## config.mk

```make
export PLATFORM = sky130hd
export DESIGN_NAME = flash_fetch_unit
export DESIGN_NICKNAME = d
export VERILOG_FILES = /design/src/rtl/flash_fetch_unit.sv
export SDC_FILE = /design/constraint.sdc
export NUM_CORES = 1
export LEC_CHECK = 0
export CELL_PAD_IN_SITES_DETAIL_PLACEMENT = 1
export CELL_PAD_IN_SITES_GLOBAL_PLACEMENT = 1
export CORE_ASPECT_RATIO = 1.25
export CORE_MARGIN = 10
export CORE_UTILIZATION = 29
export CTS_CLUSTER_DIAMETER = 100
export DETAILED_ROUTE_END_ITERATION = 6
export DONT_BUFFER_PORTS = 1
export PLACE_DENSITY_LB_ADDON = 0.1
export SYNTH_ARGS = -nofsm -noshare
export SYNTH_HDL_FRONTEND = slang
export SYNTH_SLANG_ARGS = --single-unit
```

## constraint.sdc

```tcl
create_clock -name CLK -period 13.3 [get_ports CLK]
set_clock_uncertainty 0.1 [all_clocks]
set_input_delay 2.66 -clock CLK [delete_from_list [all_inputs] [get_ports CLK]]
set_output_delay 2.66 -clock CLK [all_outputs]
set_load 0.1 [all_outputs]
```

## src/rtl/flash_fetch_unit.sv

```systemverilog
// Instruction prefetch between a multi-cycle FLASH (req/ack) and the processor fetch port.
// Optional FETCH_STATS_EN adds saturating HIT_CNT / MISS_CNT outputs.
module flash_fetch_unit #(
  parameter int                      DATA_BUS_LEN = 32,
  parameter int                      DEPTH        = 4,
  parameter logic [DATA_BUS_LEN-1:0] RESET_ADDR   = '0
) (
  input  logic                    CLK,
  input  logic                    RST,
  input  logic [DATA_BUS_LEN-1:0] PC_ADDR_IN,
  input  logic                    IF_TAKE,
  output logic [DATA_BUS_LEN-1:0] INSTR_OUT,
  output logic                    INSTR_VALID,
  output logic                    FLASH_REQ,
  output logic [DATA_BUS_LEN-1:0] FLASH_ADDR,
  input  logic                    FLASH_ACK,
  input  logic [DATA_BUS_LEN-1:0] FLASH_RDATA
`ifdef FETCH_STATS_EN
  ,
  output logic [31:0]             HIT_CNT,
  output logic [31:0]             MISS_CNT
`endif
);

  localparam int               PTR_W = (DEPTH > 1) ? $clog2(DEPTH) : 1;
  localparam int               CNT_W = PTR_W + 1;
  localparam logic [CNT_W-1:0] FULL  = CNT_W'(DEPTH);

  typedef enum logic [1:0] {IDLE, BUSY, DROP} state_t;

  state_t                  state, state_nxt;
  logic [DATA_BUS_LEN-1:0] tag_q   [DEPTH];
  logic [DATA_BUS_LEN-1:0] instr_q [DEPTH];
  logic [PTR_W-1:0]        head, tail;
  logic [CNT_W-1:0]        count, count_pop;
  logic [DATA_BUS_LEN-1:0] fetch_ptr, fetch_nxt;
  logic [DATA_BUS_LEN-1:0] redir_ptr, redir_nxt;
  logic [DATA_BUS_LEN-1:0] exp_addr;
  logic                    not_empty, instr_valid, redirect, pop, push, flush;

  function automatic logic [31:0] sat_inc(input logic [31:0] v);
    return (v == 32'hFFFF_FFFF) ? v : v + 32'd1;
  endfunction

  assign not_empty   = (count != '0);
  assign exp_addr    = not_empty ? tag_q[head] : fetch_ptr;
  assign instr_valid = not_empty && (tag_q[head] == PC_ADDR_IN);
  // While draining an abandoned request the queue is empty; the pending target lives in redir_ptr.
  assign redirect    = (state == DROP) ? (PC_ADDR_IN != redir_ptr) : (PC_ADDR_IN != exp_addr);
  assign pop         = instr_valid && IF_TAKE;
  assign count_pop   = count - CNT_W'(pop);

  assign INSTR_VALID = instr_valid;
  assign INSTR_OUT   = instr_valid ? instr_q[head] : '0;
  assign FLASH_REQ   = (state != IDLE);
  assign FLASH_ADDR  = fetch_ptr;

  always_comb begin
    state_nxt = state;
    fetch_nxt = fetch_ptr;
    redir_nxt = redir_ptr;
    push      = 1'b0;
    flush     = 1'b0;
    case (state)
      IDLE: begin
        if (redirect) begin
          flush     = 1'b1;
          fetch_nxt = PC_ADDR_IN;
        end else if (count_pop < FULL) begin
          state_nxt = BUSY;
        end
      end
      BUSY: begin
        if (FLASH_ACK) begin
          if (redirect) begin
            flush     = 1'b1;
            fetch_nxt = PC_ADDR_IN;
            state_nxt = IDLE;
          end else begin
            push      = 1'b1;
            fetch_nxt = fetch_ptr + 1'b1;
            if ((count_pop + 1'b1) >= FULL) state_nxt = IDLE;
          end
        end else if (redirect) begin
          // The outstanding request cannot be withdrawn; remember the target and drain it.
          flush     = 1'b1;
          redir_nxt = PC_ADDR_IN;
          state_nxt = DROP;
        end
      end
      DROP: begin
        if (FLASH_ACK) begin
          fetch_nxt = redir_ptr;
          state_nxt = IDLE;
        end else if (redirect) begin
          redir_nxt = PC_ADDR_IN;
        end
      end
      default: state_nxt = IDLE;
    endcase
  end

  always_ff @(posedge CLK or posedge RST) begin
    if (RST) begin
      state     <= IDLE;
      head      <= '0;
      tail      <= '0;
      count     <= '0;
      fetch_ptr <= RESET_ADDR;
      redir_ptr <= RESET_ADDR;
    end else begin
      state     <= state_nxt;
      fetch_ptr <= fetch_nxt;
      redir_ptr <= redir_nxt;
      if (flush) begin
        head  <= '0;
        tail  <= '0;
        count <= '0;
      end else begin
        if (push) tail <= tail + 1'b1;
        if (pop)  head <= head + 1'b1;
        count <= count + CNT_W'(push) - CNT_W'(pop);
      end
    end
  end

  always_ff @(posedge CLK) begin
    if (push) begin
      tag_q[tail]   <= fetch_ptr;
      instr_q[tail] <= FLASH_RDATA;
    end
  end

`ifdef FETCH_STATS_EN
  always_ff @(posedge CLK or posedge RST) begin
    if (RST) begin
      HIT_CNT  <= '0;
      MISS_CNT <= '0;
    end else begin
      if (pop)      HIT_CNT  <= sat_inc(HIT_CNT);
      if (redirect) MISS_CNT <= sat_inc(MISS_CNT);
    end
  end
`endif

endmodule
```

==> results.json <==
{
  "area_delta_synth_final_pct": 13.55,
  "synthXorXnorAreaFrac": 0.03648,
  "syn_nets": 1294,
  "finalHoldViolations": 0,
  "grt_use_total": 0.1818,
  "drt-total-wl_mm": 60.44,
  "r2r_slack_ps": 6470,
  "first_pass_iters": 6,
  "maxCapViolCount": 0,
  "synthTopCellsByCount": "edfxtp_1, dfrtp_1, nand2_1, inv_1",
  "cts_setup_buffers": 0,
  "syn_avg_cell_area_um2": 13.45,
  "crit_slowest_cell": "and3_1",
  "cts_sinks": 329,
  "die_area_um2": 66240,
  "drtIter0Drc": 978,
  "antenna_found_initial": 1,
  "ir_drop_mv": 0.1253,
  "tightest_slew_ps": 1193,
  "power_density_nw_per_um2": 208.2,
  "synth_cells": 1214,
  "dp_hpwl_mm": 42.92,
  "crit_path_max_incr_delay_ps": 870,
  "finalWorstSetupSlack_ps": 4598,
  "clock.fmax_mhz": 114.9,
  "dp_slack_ps": 4610,
  "io-pin-count": 134,
  "die_w_um": 232.2,
  "worst-path-buf-inv": 1,
  "status": "finished clean",
  "synth-seq-area-share": 0.5828,
  "worstReg2RegStart": "head[0]",
  "synth_fa_ha_area_frac": 0.009657,
  "synthTopCellsByArea": "edfxtp_1, dfrtp_1, mux4_2",
  "final_antenna_net_count": 0,
  "worstPathRequired_ps": 10540,
  "wl_per_cell_um": 30.34,
  "cts_htree_levels": 2,
  "overflow": 0,
  "grt_pass1_wl_mm": 87.06,
  "finalSetupViolations": 0,
  "end_kind": "primary output",
  "gp_congestion": 0.9464,
  "cts_made_buffers": 38,
  "yosys.cell_count.top_type": "edfxtp_1",
  "async_flop_share": 0.2219,
  "relSlewSlack": 0.2048,
  "synth_top_family_by_area": "multiplexers",
  "ctsHoldBuffers": 0,
  "start_util": 0.2918,
  "cts_resized": 0,
  "cellLeakagePower_nw": 6.299,
  "min_to": "redir_ptr[4]",
  "rsz0062_at_grt": "no",
  "path_class": "in -> out",
  "cts_tree": "done",
  "rows": 97,
  "synth_top_area_frac": 0.4709,
  "io_buffers": 0,
  "finalWorstPathRequiredPeriod_ps": 8702,
  "vias_per_cell": 5.378,
  "layout-drive-gt1-share": 0.1744,
  "synthSimpleGateAreaFrac": 0.09243,
  "drv_slew": 0,
  "min_path_cells": 1,
  "crit_top_cell": "nand4_1",
  "final_core_util": 0.3313,
  "core_um2": 55950,
  "hp-class": "reg -> reg",
  "grt_max_degree": 56,
  "clockBufferDepth": 3,
  "yosysWarnings": 0,
  "synth_top_flop_cell": "edfxtp_1",
  "setup_tns_ps": 0,
  "period_share": 0.6543,
  "critPathTopFamily": "simple AND/OR/NAND/NOR gates",
  "worstRegToRegCells": 12,
  "vias": 10710,
  "arrival_ps": 5940,
  "drc": 0,
  "yosysTopAreaCell": "edfxtp_1",
  "diodes": 0,
  "grt_pass1_vias": 11350,
  "ys_ff_latch": 329,
  "netlist_area_um2": 16330,
  "synth.distinct_cells": 85,
  "synth.area.mux_share": 0.1272,
  "synth_compound_area_frac": 0.1111,
  "root_buffer": "clkbuf_16",
  "crit_chain": "nand2b_1, a2bb2oi_1, nand4_1, nor3_1, nand4_1, nor4b_4, buf_4, and3_1",
  "clock_latency_ps": 580,
  "startpoint_type": "primary input",
  "crit_path_max_fanout": 23,
  "fp.dieH_um": 285.3,
  "rr_endpoint": "instr_q[2][9]",
  "nNetsFinal": 1302,
  "synth_edf_count": 256,
  "holdCritStartpoint": "redir_ptr[4]",
  "clkTransAtPathRegs_ps": 60
}
## cells by family after synthesis
kind of cell	count (synthesis)
simple gates	284
fa+ha+maj	12
buf+inv	135
mux	138
flops	329
compound gates	248
xor+xnor	68
## report_power, final
group          total [W]  switching [W]  internal [W]
registers        0.00146       0.000188       0.00127
clock network    0.00113       0.000456      0.000672
logic            0.00128       0.000956      0.000319
total            0.00386        0.00160       0.00226
## layer usage
| metal | GRT usage | part of all wire | up-vias |
|---|---|---|---|
| met5 | 0 | 0 | - |
| met2 | 0.3050 | 0.50 | 306 |
| met1 | 0.2202 | 0.40 | 5576 |
| li1 | - | - | 4742 |
| met4 | 0.06920 | 0.037 | 0 |
| met3 | 0.04540 | 0.064 | 89 |
## worst max-delay path by stage
| stage | start | end | cells after the start |
|---|---|---|---|
| 2_1_floorplan | PC_ADDR_IN[15] | INSTR_OUT[10] | 7 |
| 3_3_place_gp | PC_ADDR_IN[6] | INSTR_OUT[15] | 8 |
| 3_5_place_dp | PC_ADDR_IN[6] | INSTR_OUT[15] | 8 |
| 4_1_cts | head[0] | INSTR_OUT[15] | 9 |
| 5_1_grt | head[0] | INSTR_OUT[15] | 9 |
| 6_report | PC_ADDR_IN[6] | INSTR_OUT[15] | 8 |
## placed cells by master (no fill, tap or decap), types with 7 or more instances in the layout
cell type | synthesis | layout
a21boi_0 | 14 | 14
a21oi_1 | 37 | 37
a221oi_1 | 10 | 10
a222oi_1 | 20 | 20
a22o_1 | 7 | 7
a22oi_1 | 7 | 7
and3_1 | 39 | 39
buf_4 | 7 | 49
bufinv_16 | 0 | 7
clkbuf_16 | 0 | 38
clkinv_2 | 0 | 8
dfrtp_1 | 73 | 71
edfxtp_1 | 256 | 256
ha_1 | 11 | 10
inv_1 | 54 | 53
mux2_2 | 29 | 29
mux2i_1 | 53 | 53
mux4_2 | 51 | 51
nand2_1 | 60 | 60
nand2b_1 | 12 | 12
nand3_1 | 26 | 26
nand4_1 | 16 | 16
nor2_1 | 50 | 49
nor2b_1 | 8 | 8
nor3_1 | 23 | 23
nor4_1 | 11 | 11
o21ai_0 | 43 | 43
o22ai_1 | 23 | 23
o2bb2ai_1 | 15 | 15
xnor2_1 | 53 | 53
xor2_1 | 15 | 15
## area by class of cell
| cell class | count | area [um^2] |
|---|---|---|
| tap | 742 | 928.4 |
| clock buffer | 41 | 972.2 |
| fill | 5787 | 37410 |
| multi-input combinational | 750 | 6185 |
| timing repair buffer | 49 | 367.9 |
| clock inverter | 27 | 359.1 |
| inverter | 54 | 203.9 |
| sequential | 329 | 9522 |
## worst reg2reg max path, cell delays in order, from the launching register on
cell	delay [ps]
dfrtp_4	810
buf_4	710
mux2i_1	760
o2bb2ai_1	160
a211o_1	350
nor3_4	160
buf_4	380
a31oi_1	220
o31ai_4	600
and2_4	490
and3_1	500
and2_4	460
buf_4	650
## flip-flops by register name, summed over array words and instances (netlist names)
| signal | cells |
|---|---|
| tag_q | 128 |
| count | 3 |
| FLASH_ADDR | 32 |
| state | 2 |
| instr_q | 128 |
| head | 2 |
| tail | 2 |
| redir_ptr | 32 |
## stage by stage
step                total power (W)  hold WS (ps)  cells  area, um^2
floorplan                  0.002308         383.5   1214       16330
global placement           0.002759         425.4   1924       17210
detailed placement         0.002761         429.8   1924       17210
CTS                        0.003906         443.2   1992       18540
global route               0.004038         476.8   1992       18540
finish                     0.003860         446.8   1992       18540
No activity file was read; power rests on OpenSTA's default activity.
